$ cat config.mk
export PLATFORM = sky130hd
export DESIGN_NAME = rt_write_sequencer
export DESIGN_NICKNAME = d
export VERILOG_FILES = /design/src/rtl/rt_write_sequencer.sv
export SDC_FILE = /design/constraint.sdc
export NUM_CORES = 1
export LEC_CHECK = 0
export CAP_MARGIN = 15
export CORE_UTILIZATION = 55
export DETAILED_ROUTE_END_ITERATION = 12
export HOLD_SLACK_MARGIN = 0.15
export PLACE_DENSITY = 0.84
export SLEW_MARGIN = 20
export SYNTH_ARGS = -nofsm -noshare
export SYNTH_HDL_FRONTEND = slang
export SYNTH_SLANG_ARGS = --single-unit
$ cat constraint.sdc
create_clock -name sysclk -period 3.8 [get_ports sysclk]
set_input_delay 0.57 -clock sysclk [delete_from_list [all_inputs] [get_ports sysclk]]
set_output_delay 0.57 -clock sysclk [all_outputs]
set_load 0.01 [all_outputs]
$ cat src/rtl/rt_write_sequencer.sv
// rt_write_sequencer
//   Buffers the quadlets of a Firewire real-time block write (control word
//   plus one command per motor) and, once the packet is complete, replays
//   them onto the register write bus as one block write:
//   START, then SETUP/STROBE/HOLD per quad, then FINISH.
//   A packet that completes while a replay is in progress is dropped and
//   flagged in the sticky overrun bit.
//
//   Optional feature: define RT_WRITE_MASK_EN to replay only the quads
//   written since the last replay. Without it, every quad 0..NUM_MOTORS is
//   replayed on every packet, including stale or zero contents.
module rt_write_sequencer #(
  parameter int NUM_MOTORS = 4
) (
  input  logic        sysclk,
  input  logic        rst_n,
  input  logic        rt_wen,
  input  logic [3:0]  rt_waddr,
  input  logic [31:0] rt_wdata,
  input  logic        rt_done,
  input  logic        fw_busy,
  input  logic        ovr_clr,
  output logic        bw_write_en,
  output logic [7:0]  bw_reg_waddr,
  output logic [31:0] bw_reg_wdata,
  output logic        bw_reg_wen,
  output logic        bw_blk_wstart,
  output logic        bw_blk_wen,
  output logic        busy,
  output logic        overrun
);

  localparam int NQ = NUM_MOTORS + 1;

  localparam logic [2:0] ST_IDLE     = 3'd0;
  localparam logic [2:0] ST_WAIT_BUS = 3'd1;
  localparam logic [2:0] ST_START    = 3'd2;
  localparam logic [2:0] ST_SETUP    = 3'd3;
  localparam logic [2:0] ST_STROBE   = 3'd4;
  localparam logic [2:0] ST_HOLD     = 3'd5;
  localparam logic [2:0] ST_FINISH   = 3'd6;

  logic [2:0]          r_state;
  logic [3:0]          r_idx;       // quad currently on the bus
  logic [NQ-1:0]       r_replay;    // quads still to be replayed
  logic                r_overrun;

  logic                w_idle;
  logic                w_addr_ok;
  logic                w_rt_wr;
  logic [NQ-1:0]       w_wr_sel;    // one-hot buffer write select
  logic [NQ-1:0]       w_set;       // replay set as it would be captured now
  logic                w_set_any;
  logic                w_leave_idle;
  logic [NQ-1:0]       w_remaining; // replay set with the current quad retired
  logic [NQ-1:0]       w_scan;
  logic [3:0]          w_low_idx;
  logic [NQ-1:0][31:0] w_rd_terms;
  logic [31:0]         w_rdata;
  logic                w_seq_phase;

  assign w_idle       = (r_state == ST_IDLE);
  assign w_addr_ok    = (rt_waddr <= 4'(NUM_MOTORS));
  // Writes are only accepted while idle so the replayed data cannot change
  // underneath an active sequence.
  assign w_rt_wr      = w_idle & rt_wen & w_addr_ok;
  assign w_set_any    = |w_set;
  assign w_leave_idle = w_idle & rt_done & w_set_any;

  genvar gi;
  generate
    for (gi = 0; gi < NQ; gi++) begin : g_quad
      logic [31:0] r_quad;

      assign w_wr_sel[gi]   = w_rt_wr && (rt_waddr == 4'(gi));
      assign w_rd_terms[gi] = (r_idx == 4'(gi)) ? r_quad : 32'h0;

      // Hold one quadlet; cleared by reset so a later replay carries zeros
      always_ff @(posedge sysclk) begin
        if (!rst_n) begin
          r_quad <= '0;
        end else if (w_wr_sel[gi]) begin
          r_quad <= rt_wdata;
        end
      end
    end
  endgenerate

  // Read mux for the quad selected by r_idx
  always_comb begin
    w_rdata = '0;
    for (int i = 0; i < NQ; i++) begin
      w_rdata = w_rdata | w_rd_terms[i];
    end
  end

`ifdef RT_WRITE_MASK_EN
  logic [NQ-1:0] r_mask;

  // Track quads written since the last replay; a write coincident with
  // rt_done is folded into the captured set before the mask is cleared.
  always_ff @(posedge sysclk) begin
    if (!rst_n) begin
      r_mask <= '0;
    end else if (w_leave_idle) begin
      r_mask <= '0;
    end else begin
      r_mask <= r_mask | w_wr_sel;
    end
  end

  assign w_set = r_mask | w_wr_sel;
`else
  assign w_set = '1;
`endif

  // Lowest pending quad: from the full set at START, from the set minus the
  // finished quad at HOLD.
  assign w_remaining = r_replay & ~(NQ'(1) << r_idx);
  assign w_scan      = (r_state == ST_HOLD) ? w_remaining : r_replay;

  // Priority encoder, lowest index wins
  always_comb begin
    w_low_idx = '0;
    for (int i = NQ - 1; i >= 0; i--) begin
      if (w_scan[i]) begin
        w_low_idx = 4'(i);
      end
    end
  end

  // Sequencer: state, captured replay set and current quad index
  always_ff @(posedge sysclk) begin
    if (!rst_n) begin
      r_state  <= ST_IDLE;
      r_idx    <= '0;
      r_replay <= '0;
    end else begin
      case (r_state)
        ST_IDLE: begin
          if (w_leave_idle) begin
            r_replay <= w_set;
            r_state  <= fw_busy ? ST_WAIT_BUS : ST_START;
          end
        end
        ST_WAIT_BUS: begin
          if (!fw_busy) begin
            r_state <= ST_START;
          end
        end
        ST_START: begin
          r_idx   <= w_low_idx;
          r_state <= ST_SETUP;
        end
        ST_SETUP:  r_state <= ST_STROBE;
        ST_STROBE: r_state <= ST_HOLD;
        ST_HOLD: begin
          r_replay <= w_remaining;
          if (|w_remaining) begin
            r_idx   <= w_low_idx;
            r_state <= ST_SETUP;
          end else begin
            r_state <= ST_FINISH;
          end
        end
        ST_FINISH: r_state <= ST_IDLE;
        default:   r_state <= ST_IDLE;
      endcase
    end
  end

  // Sticky overrun: a packet completing mid-replay is lost; setting wins
  // over a simultaneous clear so no drop goes unreported.
  always_ff @(posedge sysclk) begin
    if (!rst_n) begin
      r_overrun <= 1'b0;
    end else if (rt_done && !w_idle) begin
      r_overrun <= 1'b1;
    end else if (ovr_clr) begin
      r_overrun <= 1'b0;
    end
  end

  assign w_seq_phase = (r_state == ST_SETUP) || (r_state == ST_STROBE) ||
                       (r_state == ST_HOLD);

  assign busy          = !w_idle;
  assign bw_write_en   = !w_idle && (r_state != ST_WAIT_BUS);
  assign bw_blk_wstart = (r_state == ST_START);
  assign bw_blk_wen    = (r_state == ST_FINISH);
  assign bw_reg_wen    = (r_state == ST_STROBE);
  // Quad 0 is the control register; motor k goes to channel k, DAC offset 1
  assign bw_reg_waddr  = !w_seq_phase   ? 8'h00 :
                         (r_idx == 4'd0) ? 8'h00 : {r_idx, 4'h1};
  assign bw_reg_wdata  = w_seq_phase ? w_rdata : 32'h0;
  assign overrun       = r_overrun;

endmodule

==> flow_summary.html <==
<table>
<tr><th>Metric</th><th>Value</th></tr>
<tr><th colspan="2">Layout</th></tr>
<tr><td>Final nets</td><td>1108</td></tr>
<tr><td>Area growth from synthesis to layout</td><td>18.1%</td></tr>
<tr><td>Filler-free cell count of the finished design</td><td>1257</td></tr>
<tr><td>Share of layout cells above drive strength 1</td><td>9.29%</td></tr>
<tr><td>Count of inserted antenna diode cells</td><td>0</td></tr>
<tr><th colspan="2">Synth</th></tr>
<tr><td>Top cell type by total area after synthesis</td><td>sky130_fd_sc_hd__dfxtp_1</td></tr>
<tr><td>Count of flip-flops with a built-in enable after synthesis</td><td>0</td></tr>
<tr><td>Post-synthesis area per instance</td><td>7.65 um^2</td></tr>
<tr><td>Warnings from Yosys</td><td>0</td></tr>
<tr><td>Proportion of register bits with asynchronous set or reset after synthesis</td><td>0%</td></tr>
<tr><td>Most common cell in the netlist</td><td>sky130_fd_sc_hd__nand2_1</td></tr>
<tr><td>Ranking of synthesized cells by area</td><td>sky130_fd_sc_hd__dfxtp_1 (44%), sky130_fd_sc_hd__nand2_1 (17%), sky130_fd_sc_hd__a21oi_1 (9.5%)</td></tr>
<tr><td>Area share of the largest cell type after synthesis</td><td>44.1%</td></tr>
<tr><td>Post-synthesis sequential area ratio</td><td>44.1%</td></tr>
<tr><td>Synthesis-stage register bit count</td><td>172</td></tr>
<tr><td>Post-Syn Instances</td><td>1022</td></tr>
<tr><td>Area of the mapped netlist</td><td>7820 um^2</td></tr>
<tr><td>Top FF cell, synth</td><td>sky130_fd_sc_hd__dfxtp_1</td></tr>
<tr><td>Most instantiated cells after synthesis</td><td>sky130_fd_sc_hd__nand2_1 (355), sky130_fd_sc_hd__dfxtp_1 (172), sky130_fd_sc_hd__a21oi_1 (149)</td></tr>
<tr><td>Synth cell types</td><td>48</td></tr>
<tr><th colspan="2">Clock network</th></tr>
<tr><td>Total clock sinks</td><td>172</td></tr>
<tr><td>Maximum buffer depth of the clock tree</td><td>2</td></tr>
<tr><td>Maximum level of the CTS H-tree</td><td>4</td></tr>
<tr><td>TritonCTS buffer count</td><td>17</td></tr>
<tr><td>Buffer count from post-CTS setup fixing</td><td>0</td></tr>
<tr><td>Clock latency at the later pin of the worst-skew pair</td><td>430 ps</td></tr>
<tr><td>Cells resized by post-CTS repair</td><td>0</td></tr>
<tr><td>Clock Tree Root</td><td>sky130_fd_sc_hd__clkbuf_16</td></tr>
<tr><td>Clock slew seen by the registers of the worst setup and hold paths</td><td>60 ps</td></tr>
<tr><td>Clock tree from TritonCTS</td><td>done</td></tr>
<tr><td>Hold-fix buffers at CTS</td><td>0</td></tr>
<tr><th colspan="2">Critical path</th></tr>
<tr><td>Cell-by-cell trace of the critical path</td><td>and3_1 &gt; buf_4 &gt; a22oi_1 &gt; o21ai_0 &gt; nor2b_1 &gt; clkdlybuf4s50_1</td></tr>
<tr><td>Cell with the largest stage delay on the worst path</td><td>sky130_fd_sc_hd__dfxtp_2</td></tr>
<tr><td>Category of the critical setup timing path</td><td>reg -&gt; out</td></tr>
<tr><td>Critical register-to-register path endpoint</td><td>g_quad[1].r_quad[27]</td></tr>
<tr><td>Worst R2R Setup Slack</td><td>1230 ps</td></tr>
<tr><td>Worst path arrival time</td><td>2990 ps</td></tr>
<tr><td>Reg2reg start</td><td>r_state[2]</td></tr>
<tr><td>Critical path startpoint category</td><td>flip-flop</td></tr>
<tr><td>Longest individual stage delay on the worst path</td><td>650 ps</td></tr>
<tr><td>Path depth of the worst reg2reg path</td><td>7</td></tr>
<tr><td>Kind of end point of the critical path</td><td>output port</td></tr>
<tr><td>Peak fanout along the critical path</td><td>17</td></tr>
<tr><td>CP required</td><td>3230 ps</td></tr>
<tr><th colspan="2">Drt</th></tr>
<tr><td>Post-detailed-route count of antenna-violating nets</td><td>0</td></tr>
<tr><td>Post-route DRC violation count</td><td>0</td></tr>
<tr><td>Number of DRC markers after the initial detailed-route iteration</td><td>747</td></tr>
<tr><td>DRT Pass-1 Iters</td><td>8</td></tr>
<tr><td>Via count normalized by instance count</td><td>5.88</td></tr>
<tr><td>Detail-routed net length per standard cell</td><td>17.3 um</td></tr>
<tr><td>Topmost layer with routed signal wires</td><td>met4</td></tr>
<tr><td>Detailed-route wire length on metal 1</td><td>9.05 mm</td></tr>
<tr><td>Total met3 wirelength after detailed routing</td><td>1.62 mm</td></tr>
<tr><td>Final wirelength</td><td>21.7 mm</td></tr>
<tr><td>Total via count in the routed design</td><td>7394</td></tr>
<tr><td>Metal2 WL</td><td>10.5 mm</td></tr>
<tr><th colspan="2">Placed design</th></tr>
<tr><td>Total instance count after detailed placement</td><td>1227</td></tr>
<tr><td>HPWL after DPL</td><td>13.3 mm</td></tr>
<tr><td>PortBufs</td><td>83</td></tr>
<tr><td>Final weighted congestion of routability-driven global placement</td><td>0.834</td></tr>
<tr><th colspan="2">GRT</th></tr>
<tr><td>First-pass GRT wire length</td><td>35.0 mm</td></tr>
<tr><td>Maximum number of pins on one net before global-route repair</td><td>62</td></tr>
<tr><td>Number of antenna violations at the first check in global routing</td><td>0</td></tr>
<tr><td>Total routing usage reported by global routing</td><td>30.7%</td></tr>
<tr><td>Vias in the first global route</td><td>6966</td></tr>
<tr><td>Final global-route overflow total</td><td>0</td></tr>
<tr><th colspan="2">Worst hold path</th></tr>
<tr><td>Worst hold stages</td><td>2</td></tr>
<tr><td>Min-Delay Path Class</td><td>reg -&gt; reg</td></tr>
<tr><td>Startpoint of the tightest hold check path</td><td>g_quad[2].r_quad[9]</td></tr>
<tr><td>Terminating pin of the worst hold path</td><td>g_quad[2].r_quad[9]</td></tr>
<tr><th colspan="2">STA</th></tr>
<tr><td>Final Cycle Share</td><td>93.8%</td></tr>
<tr><td>Slew @ Worst Pin</td><td>934 ps</td></tr>
<tr><td>Setup repair after global routing missed its margin</td><td>no</td></tr>
<tr><td>Finish-stage setup viols</td><td>0</td></tr>
<tr><td>Final setup TNS</td><td>0 ps</td></tr>
<tr><td>Pins Over Slew Limit</td><td>0</td></tr>
<tr><td>Highest achievable clock rate</td><td>0.281 GHz</td></tr>
<tr><td>Final period demand of the worst path</td><td>3560 ps</td></tr>
<tr><td>Remaining max-slew budget at the tightest pin</td><td>37.5%</td></tr>
<tr><td>Final number of hold-violating endpoints</td><td>0</td></tr>
<tr><td>Clk_skew</td><td>6.40 ps</td></tr>
<tr><th colspan="2">Floorplanning</th></tr>
<tr><td>Cell Rows</td><td>43</td></tr>
<tr><td>Die Ht</td><td>121 um</td></tr>
<tr><td>I/O pin count</td><td>88</td></tr>
<tr><td>Initial Utilization</td><td>56.3%</td></tr>
<tr><td>Full die area</td><td>14700 um^2</td></tr>
<tr><td>Die X-Extent</td><td>121 um</td></tr>
<tr><td>Core ar.</td><td>13900 um^2</td></tr>
<tr><th colspan="2">Pwr</th></tr>
<tr><td>Highest ir drop seen on vdd</td><td>0.331 mV</td></tr>
<tr><td>Power per unit of standard cell area</td><td>424 nW/um^2</td></tr>
<tr><td>Lkg Pwr</td><td>2.87 nW</td></tr>
<tr><th colspan="2">Run status</th></tr>
<tr><td>Status</td><td>finished clean</td></tr>
<tr><th colspan="2">Run</th></tr>
<tr><td>Max-capacitance violation count</td><td>0</td></tr>
</table>
cell usage in the layout, fill, tap and decap left out, types with 2 or more instances in the layout:
| cell | Yosys | final |
|---|---|---|
| sky130_fd_sc_hd__mux2i_1 | 33 | 33 |
| sky130_fd_sc_hd__a21oi_1 | 149 | 149 |
| sky130_fd_sc_hd__buf_12 | 0 | 3 |
| sky130_fd_sc_hd__a22oi_1 | 10 | 10 |
| sky130_fd_sc_hd__nor2_1 | 43 | 42 |
| sky130_fd_sc_hd__nand3b_1 | 4 | 4 |
| sky130_fd_sc_hd__nor2b_1 | 17 | 16 |
| sky130_fd_sc_hd__o31ai_1 | 3 | 3 |
| sky130_fd_sc_hd__nor3b_4 | 1 | 2 |
| sky130_fd_sc_hd__inv_2 | 2 | 2 |
| sky130_fd_sc_hd__nand4_1 | 2 | 2 |
| sky130_fd_sc_hd__nand3_1 | 4 | 4 |
| sky130_fd_sc_hd__inv_1 | 3 | 3 |
| sky130_fd_sc_hd__nand2_1 | 355 | 355 |
| sky130_fd_sc_hd__and3b_1 | 2 | 2 |
| sky130_fd_sc_hd__a21oi_2 | 30 | 30 |
| sky130_fd_sc_hd__or2_2 | 2 | 2 |
| sky130_fd_sc_hd__clkdlybuf4s50_1 | 0 | 83 |
| sky130_fd_sc_hd__nor3_1 | 5 | 5 |
| sky130_fd_sc_hd__dfxtp_2 | 0 | 2 |
| sky130_fd_sc_hd__o211ai_1 | 3 | 3 |
| sky130_fd_sc_hd__nand2b_1 | 2 | 2 |
| sky130_fd_sc_hd__o22ai_1 | 3 | 3 |
| sky130_fd_sc_hd__clkbuf_1 | 54 | 4 |
| sky130_fd_sc_hd__buf_4 | 9 | 26 |
| sky130_fd_sc_hd__o21ai_0 | 41 | 41 |
| sky130_fd_sc_hd__conb_1 | 1 | 4 |
| sky130_fd_sc_hd__and2_1 | 3 | 3 |
| sky130_fd_sc_hd__and3_1 | 3 | 3 |
| sky130_fd_sc_hd__clkbuf_16 | 0 | 17 |
| sky130_fd_sc_hd__clkbuf_8 | 0 | 5 |
| sky130_fd_sc_hd__dfxtp_1 | 172 | 170 |
| sky130_fd_sc_hd__a222oi_1 | 22 | 22 |
critical path: cells and delay by family, from the launching register on:
kind	cells	cell delay (ps)
buffers and inverters	2	940
and+or+nand+nor	2	750
DFF	1	650
AOI/OAI and AO/OA	2	230
worst max-delay path by stage:
stage	end	cells past startpoint	from	slack, ps
finish	bw_reg_wdata[16]	6	r_idx[1]	240
global route	bw_reg_wdata[0]	7	r_idx[1]	90
CTS	bw_reg_wdata[0]	7	r_idx[1]	300
detailed placement	bw_reg_wdata[0]	7	r_idx[1]	760
global placement	bw_reg_wdata[0]	7	r_idx[1]	850
floorplan	bw_reg_wdata[12]	7	r_state[1]	1670
metrics by stage:
step,setup slack [ps],hold WS [ps],instance area [um^2],power (W),util [%]
2_1_floorplan,1670,432,7830,0.00212,-
3_3_place_gp,852,439,8670,0.00226,62.5
3_5_place_dp,761,444,8670,0.00226,62.5
4_1_cts,296,452,9230,0.00391,66.5
5_1_grt,92.4,464,9230,0.00403,66.5
6_report,236,453,9230,0.00391,66.5
where the power goes:
group | leakage, nW | switching (W) | total [W] | internal, W
clock | 0.273 | 0.000694 | 0.00168 | 0.000986
combinational | 1.21 | 0.000220 | 0.000358 | 0.000137
sequential | 1.39 | 0.0000376 | 0.00187 | 0.00184
flip-flops by register name (all words and copies together), names as in the netlist:
name	cells
r_replay	5
r_state	3
r_idx	3
overrun	1
g_quad.r_quad	160
routing by layer:
| layer | vias to the layer above | global-route usage [%] |
|---|---|---|
| met2 | 356 | 51.0 |
| met4 | 0 | 12.4 |
| li1 | 3526 | - |
| met3 | 46 | 6.11 |
| met1 | 3466 | 38.8 |
| met5 | - | 0 |
cell type report:
| type | instances | area (um^2) |
|---|---|---|
| Inverter | 6 | 25.0 |
| Fill cell | 1126 | 4650 |
| Clock buffer | 26 | 509 |
| Sequential cell | 172 | 3450 |
| Timing Repair Buffer | 112 | 1090 |
| Clock inverter | 4 | 55.1 |
| Tap cell | 180 | 225 |
| Multi-Input combinational cell | 757 | 3890 |
kinds of logic after synthesis:
family / after synthesis / share of synthesized area, %
and+or+nand+nor: 450 / 23.9
AOI/OAI and AO/OA: 269 / 21.0
DFF: 172 / 44.1
buffers and inverters: 96 / 6.50
muxes: 34 / 4.51
other: 1 / 0.0480
Power figures use the tool's default switching activity.
